`src/rtl/vga_timing_pkg.sv`:
```
// Shared VGA timing constants: default 640x480@60 geometry, derived totals
// and sync windows. Also used by the renderer.
package vga_timing_pkg;

    localparam int H_DISPLAY_DEF = 640;
    localparam int H_FRONT_DEF   = 16;
    localparam int H_SYNC_DEF    = 96;
    localparam int H_BACK_DEF    = 48;
    localparam int V_DISPLAY_DEF = 480;
    localparam int V_FRONT_DEF   = 10;
    localparam int V_SYNC_DEF    = 2;
    localparam int V_BACK_DEF    = 33;
    localparam int GEN_DIV_DEF   = 8;

    localparam int H_TOTAL_DEF  = H_DISPLAY_DEF + H_FRONT_DEF + H_SYNC_DEF + H_BACK_DEF;
    localparam int V_TOTAL_DEF  = V_DISPLAY_DEF + V_FRONT_DEF + V_SYNC_DEF + V_BACK_DEF;

    // Inclusive sync windows for the default geometry (656..751, 490..491).
    localparam int HS_START_DEF = H_DISPLAY_DEF + H_FRONT_DEF;
    localparam int HS_END_DEF   = HS_START_DEF + H_SYNC_DEF - 1;
    localparam int VS_START_DEF = V_DISPLAY_DEF + V_FRONT_DEF;
    localparam int VS_END_DEF   = VS_START_DEF + V_SYNC_DEF - 1;

    localparam int POS_W = 10;
    typedef logic [POS_W-1:0] pos_t;

    // Increment a raster coordinate, wrapping to 0 after 'last'.
    function automatic pos_t wrap_inc(input pos_t p, input pos_t last);
        return (p == last) ? '0 : p + pos_t'(1);
    endfunction

endpackage

```
`src/rtl/vga_timing_sync_edge.sv`:
```
// Two-flop synchronizer for an asynchronous level, with an optional
// rising-edge strobe on the synchronized side.
module sync_edge #(
    parameter bit RISE_EN = 1'b0
) (
    input  logic clk,
    input  logic rst_n,
    input  logic d,
    output logic q,
    output logic rise
);

    logic [1:0] sync_q;

    // Metastability chain; sync_q[1] is safe to use in the clk domain.
    always_ff @(posedge clk or negedge rst_n) begin
        if (!rst_n) sync_q <= '0;
        else        sync_q <= {sync_q[0], d};
    end

    assign q = sync_q[1];

    generate
        if (RISE_EN) begin : g_rise
            logic q_d;

            // Delayed copy of the synchronized level for edge detection.
            always_ff @(posedge clk or negedge rst_n) begin
                if (!rst_n) q_d <= 1'b0;
                else        q_d <= sync_q[1];
            end

            assign rise = sync_q[1] & ~q_d;
        end else begin : g_no_rise
            assign rise = 1'b0;
        end
    endgenerate

endmodule

```
`src/rtl/vga_timing.sv`:
```
// Free-running VGA raster generator with a generation-tick scheduler for
// the Life board. Every output is registered from the next counter values
// so decodes line up with hpos/vpos in the same cycle.
module vga_timing
    import vga_timing_pkg::*;
#(
    parameter int H_DISPLAY = H_DISPLAY_DEF,
    parameter int H_FRONT   = H_FRONT_DEF,
    parameter int H_SYNC    = H_SYNC_DEF,
    parameter int H_BACK    = H_BACK_DEF,
    parameter int V_DISPLAY = V_DISPLAY_DEF,
    parameter int V_FRONT   = V_FRONT_DEF,
    parameter int V_SYNC    = V_SYNC_DEF,
    parameter int V_BACK    = V_BACK_DEF,
    parameter bit SYNC_POL  = 1'b0,
    parameter int GEN_DIV   = GEN_DIV_DEF
) (
    input  logic       clk,
    input  logic       rst_n,
    input  logic       run,
    input  logic       step,
    output logic [9:0] hpos,
    output logic [9:0] vpos,
    output logic       hsync,
    output logic       vsync,
    output logic       display_on,
    output logic       line_start,
    output logic       frame_start,
    output logic       gen_tick,
    output logic [7:0] frame_count
);

    localparam int   H_TOTAL  = H_DISPLAY + H_FRONT + H_SYNC + H_BACK;
    localparam int   V_TOTAL  = V_DISPLAY + V_FRONT + V_SYNC + V_BACK;
    localparam pos_t H_LAST   = pos_t'(H_TOTAL - 1);
    localparam pos_t V_LAST   = pos_t'(V_TOTAL - 1);
    localparam pos_t H_DISP   = pos_t'(H_DISPLAY);
    localparam pos_t V_DISP   = pos_t'(V_DISPLAY);
    localparam pos_t HS_START = pos_t'(H_DISPLAY + H_FRONT);
    localparam pos_t HS_END   = pos_t'(H_DISPLAY + H_FRONT + H_SYNC - 1);
    localparam pos_t VS_START = pos_t'(V_DISPLAY + V_FRONT);
    localparam pos_t VS_END   = pos_t'(V_DISPLAY + V_FRONT + V_SYNC - 1);
    localparam logic [7:0] DIV_LAST = 8'(GEN_DIV - 1);

    logic run_s;
    logic run_rise_unused;
    logic step_q_unused;
    logic step_pulse;

    sync_edge #(.RISE_EN(1'b0)) u_run_sync (
        .clk   (clk),
        .rst_n (rst_n),
        .d     (run),
        .q     (run_s),
        .rise  (run_rise_unused)
    );

    sync_edge #(.RISE_EN(1'b1)) u_step_sync (
        .clk   (clk),
        .rst_n (rst_n),
        .d     (step),
        .q     (step_q_unused),
        .rise  (step_pulse)
    );

    pos_t       h_nxt, v_nxt;
    logic       vb_nxt;
    logic [7:0] div_cnt, div_nxt;
    logic       step_pending, pend_nxt, pend_clr;
    logic       tick_nxt;

    // Next raster position; vblank start is judged on it so gen_tick lands
    // in the same cycle the counters read (0, V_DISPLAY).
    always_comb begin
        h_nxt  = wrap_inc(hpos, H_LAST);
        v_nxt  = (hpos == H_LAST) ? wrap_inc(vpos, V_LAST) : vpos;
        vb_nxt = (h_nxt == '0) && (v_nxt == V_DISP);
    end

    // Generation scheduler: divided ticks while running, one tick per
    // pending step while stopped. A new step pulse wins over a clear.
    always_comb begin
        tick_nxt = 1'b0;
        pend_clr = 1'b0;
        div_nxt  = run_s ? div_cnt : '0;
        if (vb_nxt) begin
            if (run_s) begin
                pend_clr = 1'b1;
                if (div_cnt == DIV_LAST) begin
                    tick_nxt = 1'b1;
                    div_nxt  = '0;
                end else begin
                    div_nxt  = div_cnt + 8'd1;
                end
            end else if (step_pending) begin
                tick_nxt = 1'b1;
                pend_clr = 1'b1;
            end
        end
        pend_nxt = step_pulse | (step_pending & ~pend_clr);
    end

    // Counters and registered decodes of the next position.
    always_ff @(posedge clk or negedge rst_n) begin
        if (!rst_n) begin
            hpos         <= H_LAST;
            vpos         <= V_LAST;
            hsync        <= ~SYNC_POL;
            vsync        <= ~SYNC_POL;
            display_on   <= 1'b0;
            line_start   <= 1'b0;
            frame_start  <= 1'b0;
            gen_tick     <= 1'b0;
            frame_count  <= '0;
            div_cnt      <= '0;
            step_pending <= 1'b0;
        end else begin
            hpos         <= h_nxt;
            vpos         <= v_nxt;
            hsync        <= (h_nxt >= HS_START && h_nxt <= HS_END) ? SYNC_POL : ~SYNC_POL;
            vsync        <= (v_nxt >= VS_START && v_nxt <= VS_END) ? SYNC_POL : ~SYNC_POL;
            display_on   <= (h_nxt < H_DISP) && (v_nxt < V_DISP);
            line_start   <= (h_nxt == '0);
            frame_start  <= (h_nxt == '0) && (v_nxt == '0);
            gen_tick     <= tick_nxt;
            frame_count  <= frame_count + 8'(frame_start);
            div_cnt      <= div_nxt;
            step_pending <= pend_nxt;
        end
    end

endmodule

```
`config.mk`:
```
export PLATFORM = sky130hd
export DESIGN_NAME = vga_timing
export DESIGN_NICKNAME = d
export VERILOG_FILES = /design/src/rtl/vga_timing_pkg.sv /design/src/rtl/vga_timing_sync_edge.sv /design/src/rtl/vga_timing.sv
export SDC_FILE = /design/constraint.sdc
export NUM_CORES = 1
export LEC_CHECK = 0
export CORE_MARGIN = 1
export CORE_UTILIZATION = 40
export DETAILED_ROUTE_END_ITERATION = 6
export GPL_ROUTABILITY_DRIVEN = 1
export PLACE_DENSITY = 0.59
export SYNTH_ARGS = -nofsm -noshare
export SYNTH_HDL_FRONTEND = slang
export SYNTH_HIERARCHICAL = 1
export SYNTH_SLANG_ARGS = --single-unit
```
`constraint.sdc`:
```
create_clock -name clk -period 3.9 [get_ports clk]
set_clock_uncertainty 0.2 [all_clocks]
set_input_delay 0.585 -clock clk [delete_from_list [all_inputs] [get_ports clk]]
set_output_delay 0.585 -clock clk [all_outputs]
set_load 0.02 [all_outputs]
```
==> results.cfg <==
[detailed_routing]
wirelength_um = 5490
drc = 0
drtIter0Drc = 152
dr.pass1.iters = 5
drtAntennaViolNets = 0
vias_per_cell = 5.67
num_vias = 2036
wl_per_cell_um = 15.3

[pwr]
leakage_nw = 1.25
switchingPower_w = 0.000185
pwr-share-clk_pct = 37.9
p_seq_share_pct = 60.3
p_per_area_mw_per_mm2 = 267
p_total_w = 0.000833
peakVddDrop_v = 0.000127
internal-power_w = 0.000648
netSwitchingFraction_pct = 22.2
comb_power_share_pct = 1.8

[synthesis]
syn_nets = 260
ys_warn_count = 6
syn_area_sq_mm = 0.00265
synth_cells = 248
avgSynthCellArea_sq_um = 10.7

[sta]
timing.final.crit_share_pct = 89.7
hold_viol_final = 0
finalSetupViolCount = 0
maxSlewViolCount = 0
worst_pin_slew_ns = 1.06
finalWorstSetupSlack_ns = 0.402
finalSetupTns_ns = 0
rsz0062_at_grt = false
relSlewSlack_pct = 29.1
max_freq_ghz = 0.286
min_period_ns = 3.50

[layout]
drive_above_1_share_pct = 17.0
nFillCells = 608
nets = 293
antenna_cells = 0
stdcell_count = 359
syn2layout_area_growth_pct = 17.8

[die]
dieArea_sq_mm = 0.00696
die_w_um = 83.4
rows = 29
core_area_sq_mm = 0.00639
die_h_um = 83.4
pin_count = 38
start_util_pct = 41.5

[critical_path]
slowest_stage = dfstp_2
slowest_delay_ns = 0.60
arrival_ns = 3.53
cp-start-kind = flop
critPathKind = reg2reg
r2r_start = hpos[0]
endpoint_kind = flop
r2r-end = div_cnt[4]
rr_worst_depth = 8
cp_cell_sequence = ha_1 -> nand4_2 -> nor3_4 -> o221ai_1 -> o41ai_1 -> nand3_1 -> or4_1 -> a21oi_1
startpoint = hpos[0]
rrSetupSlack_ns = 0.40
required_ns = 3.94
crit_fanout = 14

[min_path]
holdCritPathClass = reg2reg
hp-start = u_step_sync/sync_q[0]
holdPathStages = 0
hold_end = u_step_sync/sync_q[1]

[clocking]
cts_tree = built
clockRootBuffer = clkbuf_8
ctsHoldBuffers = 0
htreeDepth = 2
cts_made_buffers = 5
clockBufferDepth = 2
postCtsSetupBuffers = 0
worstSkewPairLatency_ns = 0.30
cts_sinks = 48
cts_resized = 0
clk_pin_slew_ns = 0.09

[global_routing]
first_global_vias = 1927
overflow = 0
grt.total_usage_pct = 17.1
grt_pass1_wl_um = 9560
antenna_found_initial = 0
grt_max_degree = 49

[placement]
place_inst = 351
routabilityCongestion = 0.793
pre_cts_slack_ns = 0.395
numPortBuffers = 37
dp_hpwl_um = 3820

[job]
max_cap_violations = 0

[status]
status = finished, final reports clean
## stage by stage
step / hold slack (ns) / util (%) / instance area, sq um
6_report: 0.153 / 48.9 / 3130
5_1_grt: 0.171 / 48.9 / 3130
4_1_cts: 0.156 / 48.9 / 3130
3_5_place_dp: 0.135 / 47.4 / 3030
3_3_place_gp: 0.133 / 47.4 / 3030
2_1_floorplan: 0.0894 / - / 2650
## layer usage
layer	vias to the layer above	wire [um]	global-route usage, %
met3	10	253	2.78
met1	982	2680	24.7
met5	-	0	0
met2	61	2440	25.6
li1	983	-	-
met4	0	106	6.47
## sequential cells by signal (all words and copies together), names as in the netlist
register                cells
u_run_sync/sync_q           2
hpos                       10
vpos                       10
u_step_sync/sync_q          2
div_cnt                     8
u_step_sync/g_rise.q_d      1
step_pending                1
display_on                  1
line_start                  1
frame_count                 8
frame_start                 1
vsync                       1
hsync                       1
gen_tick                    1
## how the worst max path moves through the flow
stage	depth (start not counted)	to	slack, ns
after floorplan	10	div_cnt[4]	0.76
after global placement	8	div_cnt[3]	0.47
after detailed placement	8	div_cnt[3]	0.39
after CTS	8	div_cnt[3]	0.38
after global routing	8	div_cnt[4]	0.14
final	8	div_cnt[4]	0.40
## power by group through the flow
| stage | Combinational [W] | Clock, W | Sequential (W) |
|---|---|---|---|
| floorplan | 0.00000278 | 0 | 0.000511 |
| global placement | 0.0000160 | 0 | 0.000511 |
| detailed placement | 0.0000161 | 0 | 0.000512 |
| CTS | 0.0000161 | 0.000329 | 0.000502 |
| global route | 0.0000179 | 0.000353 | 0.000503 |
| finish | 0.0000149 | 0.000316 | 0.000502 |
## cell usage in the layout, fill, tap and decap left out, types with 6 or more instances in the layout
master,instances
dfrtp_1,36
clkdlybuf4s50_1,36
nand2_1,17
nand3_1,16
o21ai_0,15
dfstp_2,12
xnor2_1,11
nand4_1,9
inv_1,8
nor2_1,8
or4_1,8
a21oi_1,8
ha_1,8
clkbuf_8,6
## final cells by class
type,instances,area (sq um),share of cell area [%]
multi-input cells,181,1320,42.2
inverters,8,30.0,0.961
well taps,77,96.3,3.08
flip-flops and latches,48,1220,38.9
clock buffers,6,82.6,2.64
clock inverters,2,15.0,0.480
repair buffers,37,365,11.7
## worst max-delay path, delay by kind of cell, from the launching register on
kind            cells  cell delay (ns)
fa+ha+maj           1             0.36
simple gates        4             1.71
compound gates      3             0.55
flops               1             0.60
(Power assumes the default switching activity.)
